File: config.mk
export PLATFORM = sky130hd
export DESIGN_NAME = rd_pkt_sender_flat
export DESIGN_NICKNAME = d
export VERILOG_FILES = /design/src/rtl/rd_pkt_sender_if.sv /design/src/rtl/rd_pkt_sender.sv /design/src/flat_wrapper.sv
export SDC_FILE = /design/constraint.sdc
export NUM_CORES = 1
export LEC_CHECK = 0
export CAP_MARGIN = 0
export CORE_MARGIN = 2
export CORE_UTILIZATION = 42
export CTS_BUF_LIST = sky130_fd_sc_hd__clkbuf_4 sky130_fd_sc_hd__clkbuf_8
export DETAILED_ROUTE_END_ITERATION = 8
export GPL_TIMING_DRIVEN = 0
export PLACE_DENSITY_LB_ADDON = 0.08
export SYNTH_ARGS = -nofsm -noshare
export SYNTH_HDL_FRONTEND = slang
export SYNTH_SLANG_ARGS = --single-unit
File: constraint.sdc
create_clock -name clk -period 1.9 [get_ports clk]
set_clock_uncertainty 0.2 [all_clocks]
set_input_delay 0.285 -clock clk [delete_from_list [all_inputs] [get_ports clk]]
set_output_delay 0.285 -clock clk [all_outputs]
set_load 0.01 [all_outputs]
File: src/rtl/rd_pkt_sender_if.sv
// Descriptor, SRAM read and output-stream signals of one rd_pkt_sender port.
// master = the sender itself; slave = arbiter, SRAM and downstream port.
interface rd_pkt_sender_if #(
   parameter int data_width     = 64,
   parameter int address_width  = 12,
   parameter int des_port_width = 7,
   parameter int priority_width = 3
);
   logic                      desc_vld;
   logic                      desc_rdy;
   logic [address_width-1:0]  desc_addr;
   logic [des_port_width-1:0] desc_len;
   logic [priority_width-1:0] desc_pri;

   logic                      rd_request;
   logic [address_width-1:0]  address_read;
   logic                      rd_grant;
   logic [data_width-1:0]     data_read;

   logic                      rd_sop;
   logic                      rd_eop;
   logic                      rd_vld;
   logic [data_width-1:0]     rd_data;

   logic                      pkt_done;
   logic [address_width-1:0]  done_addr;
   logic [des_port_width-1:0] done_len;
   logic [priority_width-1:0] done_pri;
   logic                      busy;

   modport master (
      input  desc_vld, desc_addr, desc_len, desc_pri, rd_grant, data_read,
      output desc_rdy, rd_request, address_read, rd_sop, rd_eop, rd_vld, rd_data,
             pkt_done, done_addr, done_len, done_pri, busy
   );

   modport slave (
      output desc_vld, desc_addr, desc_len, desc_pri, rd_grant, data_read,
      input  desc_rdy, rd_request, address_read, rd_sop, rd_eop, rd_vld, rd_data,
             pkt_done, done_addr, done_len, done_pri, busy
   );
endinterface

File: src/rtl/rd_pkt_sender.sv
// Per-port read-side packet sender: fetches one packet's words from shared SRAM
// through a granted request, streams them out with sop/eop and reports completion.
module rd_pkt_sender #(
   parameter int data_width     = 64,
   parameter int address_width  = 12,
   parameter int des_port_width = 7,
   parameter int priority_width = 3,
   parameter int rd_lat         = 1
) (
   input logic            clk,
   input logic            rst_n,
   rd_pkt_sender_if.master bus
);

   localparam int LAST = rd_lat - 1;
   localparam logic [des_port_width-1:0] LEN_ONE = des_port_width'(1);

   typedef enum logic [1:0] {IDLE, FETCH, DRAIN} state_t;

   state_t state, state_nxt;

   logic [address_width-1:0]  base_addr, cur_addr;
   logic [des_port_width-1:0] base_len, remaining, len_eff;
   logic [priority_width-1:0] base_pri;
   logic                      first_word;

   logic [rd_lat-1:0] pipe_vld, pipe_sop, pipe_eop;

   logic                      out_vld, out_sop, out_eop, done_q;
   logic [data_width-1:0]     out_data;
   logic [address_width-1:0]  done_addr_q;
   logic [des_port_width-1:0] done_len_q;
   logic [priority_width-1:0] done_pri_q;

   logic accept, fire;

   assign len_eff = (bus.desc_len == '0) ? LEN_ONE : bus.desc_len;
   assign accept  = (state == IDLE)  && bus.desc_vld;
   assign fire    = (state == FETCH) && bus.rd_grant;

   // NOTE: always_comb assigns every output a default first, so no path can infer a latch.
   always_comb begin
      state_nxt = state;
      unique case (state)
         IDLE:    if (bus.desc_vld) state_nxt = FETCH;
         FETCH:   if (bus.rd_grant && remaining == LEN_ONE) state_nxt = DRAIN;
         DRAIN:   if (out_vld && out_eop) state_nxt = IDLE;
         default: state_nxt = IDLE;
      endcase
   end

   // NOTE: sequential state uses non-blocking assignments so every register samples pre-edge values.
   always_ff @(posedge clk or negedge rst_n) begin
      if (!rst_n) state <= IDLE;
      else        state <= state_nxt;
   end

   always_ff @(posedge clk or negedge rst_n) begin
      if (!rst_n) begin
         base_addr  <= '0;
         base_len   <= '0;
         base_pri   <= '0;
         cur_addr   <= '0;
         remaining  <= '0;
         first_word <= 1'b0;
      end else if (accept) begin
         base_addr  <= bus.desc_addr;
         base_len   <= len_eff;
         base_pri   <= bus.desc_pri;
         cur_addr   <= bus.desc_addr;
         remaining  <= len_eff;
         first_word <= 1'b1;
      end else if (fire) begin
         cur_addr   <= cur_addr + 1'b1;
         remaining  <= remaining - LEN_ONE;
         first_word <= 1'b0;
      end
   end

   // Token shift mirrors the SRAM latency so data_read is sampled exactly when valid.
   always_ff @(posedge clk or negedge rst_n) begin
      if (!rst_n) begin
         pipe_vld <= '0;
         pipe_sop <= '0;
         pipe_eop <= '0;
      end else begin
         pipe_vld[0] <= fire;
         pipe_sop[0] <= fire && first_word;
         pipe_eop[0] <= fire && (remaining == LEN_ONE);
         for (int i = 1; i < rd_lat; i++) begin
            pipe_vld[i] <= pipe_vld[i-1];
            pipe_sop[i] <= pipe_sop[i-1];
            pipe_eop[i] <= pipe_eop[i-1];
         end
      end
   end

   always_ff @(posedge clk or negedge rst_n) begin
      if (!rst_n) begin
         out_vld     <= 1'b0;
         out_sop     <= 1'b0;
         out_eop     <= 1'b0;
         out_data    <= '0;
         done_q      <= 1'b0;
         done_addr_q <= '0;
         done_len_q  <= '0;
         done_pri_q  <= '0;
      end else begin
         out_vld <= pipe_vld[LAST];
         out_sop <= pipe_vld[LAST] && pipe_sop[LAST];
         out_eop <= pipe_vld[LAST] && pipe_eop[LAST];
         done_q  <= pipe_vld[LAST] && pipe_eop[LAST];
         if (pipe_vld[LAST]) out_data <= bus.data_read;
         if (pipe_vld[LAST] && pipe_eop[LAST]) begin
            done_addr_q <= base_addr;
            done_len_q  <= base_len;
            done_pri_q  <= base_pri;
         end
      end
   end

   assign bus.desc_rdy     = (state == IDLE);
   assign bus.busy         = (state != IDLE);
   assign bus.rd_request   = (state == FETCH);
   assign bus.address_read = (state == FETCH) ? cur_addr : '0;
   assign bus.rd_vld       = out_vld;
   assign bus.rd_sop       = out_sop;
   assign bus.rd_eop       = out_eop;
   assign bus.rd_data      = out_data;
   assign bus.pkt_done     = done_q;
   assign bus.done_addr    = done_addr_q;
   assign bus.done_len     = done_len_q;
   assign bus.done_pri     = done_pri_q;

endmodule
File: src/flat_wrapper.sv
// flat-port wrapper written by rule: the top's interface ports become plain ports
module rd_pkt_sender_flat 
#(
   parameter int data_width     = 64,
   parameter int address_width  = 12,
   parameter int des_port_width = 7,
   parameter int priority_width = 3,
   parameter int rd_lat         = 1
)
  (clk, rst_n, bus_desc_vld, bus_desc_addr, bus_desc_len, bus_desc_pri, bus_rd_grant, bus_data_read, bus_desc_rdy, bus_rd_request, bus_address_read, bus_rd_sop, bus_rd_eop, bus_rd_vld, bus_rd_data, bus_pkt_done, bus_done_addr, bus_done_len, bus_done_pri, bus_busy);
  rd_pkt_sender_if #(.data_width(data_width), .address_width(address_width), .des_port_width(des_port_width), .priority_width(priority_width)) bus_i ();
  input logic clk;
  input logic rst_n;
  input wire logic [$bits(bus_i.desc_vld)-1:0] bus_desc_vld;
  input wire logic [$bits(bus_i.desc_addr)-1:0] bus_desc_addr;
  input wire logic [$bits(bus_i.desc_len)-1:0] bus_desc_len;
  input wire logic [$bits(bus_i.desc_pri)-1:0] bus_desc_pri;
  input wire logic [$bits(bus_i.rd_grant)-1:0] bus_rd_grant;
  input wire logic [$bits(bus_i.data_read)-1:0] bus_data_read;
  output wire logic [$bits(bus_i.desc_rdy)-1:0] bus_desc_rdy;
  output wire logic [$bits(bus_i.rd_request)-1:0] bus_rd_request;
  output wire logic [$bits(bus_i.address_read)-1:0] bus_address_read;
  output wire logic [$bits(bus_i.rd_sop)-1:0] bus_rd_sop;
  output wire logic [$bits(bus_i.rd_eop)-1:0] bus_rd_eop;
  output wire logic [$bits(bus_i.rd_vld)-1:0] bus_rd_vld;
  output wire logic [$bits(bus_i.rd_data)-1:0] bus_rd_data;
  output wire logic [$bits(bus_i.pkt_done)-1:0] bus_pkt_done;
  output wire logic [$bits(bus_i.done_addr)-1:0] bus_done_addr;
  output wire logic [$bits(bus_i.done_len)-1:0] bus_done_len;
  output wire logic [$bits(bus_i.done_pri)-1:0] bus_done_pri;
  output wire logic [$bits(bus_i.busy)-1:0] bus_busy;
  assign bus_i.desc_vld = bus_desc_vld;
  assign bus_i.desc_addr = bus_desc_addr;
  assign bus_i.desc_len = bus_desc_len;
  assign bus_i.desc_pri = bus_desc_pri;
  assign bus_i.rd_grant = bus_rd_grant;
  assign bus_i.data_read = bus_data_read;
  assign bus_desc_rdy = bus_i.desc_rdy;
  assign bus_rd_request = bus_i.rd_request;
  assign bus_address_read = bus_i.address_read;
  assign bus_rd_sop = bus_i.rd_sop;
  assign bus_rd_eop = bus_i.rd_eop;
  assign bus_rd_vld = bus_i.rd_vld;
  assign bus_rd_data = bus_i.rd_data;
  assign bus_pkt_done = bus_i.pkt_done;
  assign bus_done_addr = bus_i.done_addr;
  assign bus_done_len = bus_i.done_len;
  assign bus_done_pri = bus_i.done_pri;
  assign bus_busy = bus_i.busy;
  rd_pkt_sender #(.data_width(data_width), .address_width(address_width), .des_port_width(des_port_width), .priority_width(priority_width), .rd_lat(rd_lat)) u_core (.clk(clk), .rst_n(rst_n), .bus(bus_i));
endmodule
======== After elaboration in Yosys (flattened, before gate mapping) ========
Index checks and enable logic that the tools add are counted.
Widths: inputs -> output; s select.
word-level totals
  memories ................................ 0
  bits of input ports ..................... 90
  register bits ........................... 136
  bits in writable memories ............... 0
  ROM bits ................................ 0
  latch bits .............................. 0
cells by class
  shift operators ......................... 0
  mux-type cells .......................... 12
  bitwise operators ....................... 0
  div/mod/pow operators ................... 0
  multipliers ............................. 0
  $add $sub $neg .......................... 2
  reduce and logical (&&, ||, !) cells .... 13
  equality and inequality tests ........... 6
  order comparisons ....................... 0
operator list
  cell                   count
  $mux 12                3
  $mux 7                 3
  $add 12x1->12 const B  1
  $logic_and 1x1->1      8
  $eq 7x1->1 const B     1
  $logic_not 7->1        1
  $sub 7x1->7 const B    1
  $mux 2                 3
  $pmux 2 s3             1
  $ne 2x1->1 const B     2
  $reduce_bool 2->1      2
  $reduce_and 3->1       1
  $eq 2x1->1 const B     1
  $eq 2x2->1 const B     1
  $logic_not 2->1        1
  $mux 1                 2
  $ne 2x2->1 const B     1

======== Logic depth before layout (Yosys ltp) ========
  word-level depth ........................ 4
  depth in mapped cells ................... 6
  gate-level depth less buffers ........... 6

======== Worst setup path before layout ========
Ideal clock, no wire load.
  path type ............................... register to register
  start ................................... register u_core.state[0]
  end ..................................... register u_core.remaining[2]
  stages on the path, launching flop included .. 6
  arrival ................................. 1333 ps
  path slack .............................. 241 ps
  path buffers ............................ 1
  setup time .............................. 126 ps
  path through ............................ dfrtp_1 > or3b_1 > clkbuf_1 > nand2_1 > o21ai_1 > a221o_1
on the way
  longest elaborated chain between the ends .. 3
  elaborated cells on any way between the ends .. 6
  classes of those cells .................. eq/ne: 1; mux: 1; reduce/logical: 4
ends and longest elaborated chain
  what                                                          line                                      RTL
  start: declaration                                            rd_pkt_sender.sv:20                       state_t state, state_nxt;
  start signal: assignment                                      rd_pkt_sender.sv:55                       else state <= state_nxt;
  $eq 2x1->1 or $logic_not 2->1 (tied branches)                 rd_pkt_sender.sv:39, rd_pkt_sender.sv:38
  $logic_and 1x1->1, on equally long branches                   rd_pkt_sender.sv:39, rd_pkt_sender.sv:38
  $reduce_bool 2->1 (no source line) or $mux 7 (tied branches)  n/a
  end signal: assignment                                        rd_pkt_sender.sv:71                       remaining <= len_eff;
  end signal: assignment                                        rd_pkt_sender.sv:75                       remaining <= remaining - LEN_ONE;
  end: declaration                                              rd_pkt_sender.sv:23                       logic [des_port_width-1:0] base_len, remaining, len_eff;
Several ways; a longest one is shown, not always the timed one.
A chain may end at the register's enable or synchronous reset.

======== Final worst setup path ========
  start ................................... register u_core.state[1]
  end ..................................... output port bus_address_read[7]
on the way
  longest elaborated chain between the ends .. 2
ends and longest elaborated chain
  what              line                  RTL
  $eq 2x1->1        rd_pkt_sender.sv:125  assign bus.address_read = (state == FETCH) ? cur_addr : '0;
  $mux 12           rd_pkt_sender.sv:125
  end: declaration  flat_wrapper.sv:22    output wire logic [$bits(bus_i.address_read)-1:0] bus_address_read;
Every way passes these cells.

==> metrics <==
status=complete, but fails checks; violated checks=setup timing; TritonCTS Buffers=17; Synth area leader=dfrtp_1; CP endpoint kind=output pin; CTS max path bufs=2; row count=41; synth top area cells=dfrtp_1 (63%), mux2_2 (18%), nand2_1 (5.2%), and2_1 (1.5%), xnor2_1 (1.3%); ratio of final minimum period to clock period=1.02; Antenna diodes=0; register-to-register setup slack=70 ps; die height=118 um; Worst Reg-to-Reg Cells=5; Seq/Total Area, Yosys=0.628; WP data required=1410 ps; WP data arrival=1460 ps; final setup fails=11; Final #Nets=730; crit path max fanout=5; final hold viol count=0; grt total ovfl=0; Seq cells post-synth=136; worst rel slew slack=0.594; core area=12600 um2; commonest non-fill, non-tap cell in the layout=clkdlybuf4s50_1; gpl congestion=0.869; CP max stage delay=440 ps; port buffer count=194; initial core utilization=0.429; critical path, cell by cell=nor2b_4, buf_8, and2_4, buf_6; max-cap viol count=0; WS Path Type=flop to output pin; clk_lat worst skew=430 ps; Critical Path Source Type=flop; Remaining DRCs=0; setup ws final=-42.1 ps; Sink Count=136; Power Density=1480 nW/um2; final WL=12700 um; fmax=515 MHz; post-DR wirelength/cell=15.6 um; area delta synth->final=48.2%; Post-synth ARST share=1.00; syn nets=512; Slowest cell on crit path=dfrtp_2; first drt pass iteration count=4; via count=3925; I/O pins=195; total track usage=0.193; Primary FF master, synth=dfrtp_1; hold slack=184 ps; H-tree Lvls=4; commonest cells after routing, fill and taps aside=clkdlybuf4s50_1 (173), dfrtp_1 (134), mux2_2 (86), nand2_1 (74), clkbuf_8 (18); worst vdd ir=0.000830 V; Synth cell types=39; Tightest Pin Transition=609 ps; chip width=118 um; largest net degree at the start of global routing=72; first-pass GRT wire length=21000 um; hpwl dp=9440 um; Mean Syn Cell Area=12.9 um2; clk root buf=clkbuf_8; FILL cells=1087; CTS tree=built; Routed Antenna Nets=0; Post-synth EDFFs=0; top cell type's share of synthesized area=0.628; Via density=4.80; hold crit path type=primary input to flop; Iter 0 DRT Violations=205; Hold Path Depth=3; min cycle time layout=1940 ps; final number of max-transition violations=0; clock transition at the registers of the reported paths=70 ps; synthesized area=5420 um2; vias in the first global route=3959; unrepaired setup endpoints after global routing=true; final core utilization=0.636; Yosys warnings=0; Leakage Power=3.64 nW; layout cells sized above 1=0.268; antenna violations before repair=0; Cells after Synth=419; Die Area=13800 um2
metal layers:
metal | vias up | track usage | wire, um | share of wire
met3 | 13 | 0.0552 | 779 | 0.061
met1 | 1909 | 0.255 | 5770 | 0.45
met5 | - | 0 | 0 | 0
met4 | 0 | 0.0640 | 157 | 0.012
li1 | 1864 | - | - | -
met2 | 139 | 0.308 | 6030 | 0.47
stage by stage:
step                cell area [um2]  worst slack [ps]  total power, W  TNS [ps]  cells
finish                         8030             -42.1          0.0119      -366    818
global route                   8030              -114          0.0127     -1180    818
CTS                            8000             -61.3          0.0120      -520    819
detailed placement             7600              -438         0.00985     -9360    786
global placement               7570             -4990         0.00972   -686230    785
floorplan                      5420               241         0.00714         0    419
power by group:
part           switching (W)  internal (W)
combinational        0.00214       0.00305
sequential          0.000690       0.00410
clock               0.000975      0.000949
final timing paths:
check	start	end
max in group asynchronous	rst_n	u_core.state[0]$_DFFE_PN0P_
setup reg to reg	u_core.state[1]$_DFFE_PN0P_	u_core.base_len[2]$_DFFE_PN0P_
setup / recovery	u_core.state[1]$_DFFE_PN0P_	bus_address_read[7]
hold / removal	bus_desc_pri[2]	u_core.base_pri[2]$_DFFE_PN0P_
hold reg to reg	u_core.pipe_vld$_DFF_PN0_	u_core.bus.rd_vld$_DFF_PN0_
min in group asynchronous	rst_n	u_core.bus.rd_data[44]$_DFFE_PN0P_
flip-flops by register name, indices dropped and copies added (netlist names):
name	count
u_core.base_addr	12
u_core.base_len	7
u_core.base_pri	3
u_core.bus.done_addr	12
u_core.bus.done_len	7
u_core.bus.done_pri	3
u_core.bus.rd_data	64
u_core.bus.rd_eop	1
u_core.bus.rd_sop	1
u_core.bus.rd_vld	1
u_core.cur_addr	12
u_core.first_word	1
u_core.pipe_eop	1
u_core.pipe_sop	1
u_core.pipe_vld	1
u_core.remaining	7
u_core.state	2
cell families after synthesis:
| family | Yosys count | synth area share |
|---|---|---|
| xor gates and xnor gates | 10 | 0.0162 |
| AOI/OAI and AO/OA | 32 | 0.0360 |
| buffers and inverters | 27 | 0.0215 |
| and+or+nand+nor | 124 | 0.111 |
| adders and majority gates | 3 | 0.00693 |
| DFF | 136 | 0.628 |
| muxes | 87 | 0.181 |
repair_timing:
item	CTS	global route
gates resized for setup	88	19
gates cloned	1	0
pin swaps	1	0
buffers inserted	3	0
hold buffers	1	0
hold endpoints to repair	65	0
setup endpoints to repair	19	94
layout make-up:
cell class / instances / area [um2] / area share
plain buffers: 18 / 100 / 0.0125
clock buffers: 22 / 278 / 0.0346
clock inverters: 6 / 30.0 / 0.00374
inverters: 8 / 30.0 / 0.00374
multi-input cells: 256 / 1960 / 0.244
flip-flops and latches: 136 / 3410 / 0.424
well taps: 172 / 215 / 0.0268
repair buffers: 200 / 2010 / 0.250
critical path: cells and delay by family, from the launching register on:
kind,cells,cell delay [ps]
and+or+nand+nor,2,350
buffers and inverters,2,240
DFF,1,440
Yosys cell counts (3+ instances only):
| library cell | n |
|---|---|
| nand3_1 | 3 |
| ha_1 | 3 |
| nor2_1 | 12 |
| and2_1 | 13 |
| o21ai_1 | 6 |
| o211ai_1 | 4 |
| dfrtp_1 | 136 |
| buf_2 | 9 |
| nand2_1 | 75 |
| nor4_2 | 3 |
| nor3_1 | 5 |
| clkbuf_1 | 8 |
| xnor2_1 | 8 |
| inv_1 | 7 |
| mux2_2 | 86 |
| a21oi_1 | 6 |
| o21ai_0 | 9 |
Note: power is estimated with default switching activity, not from simulation.
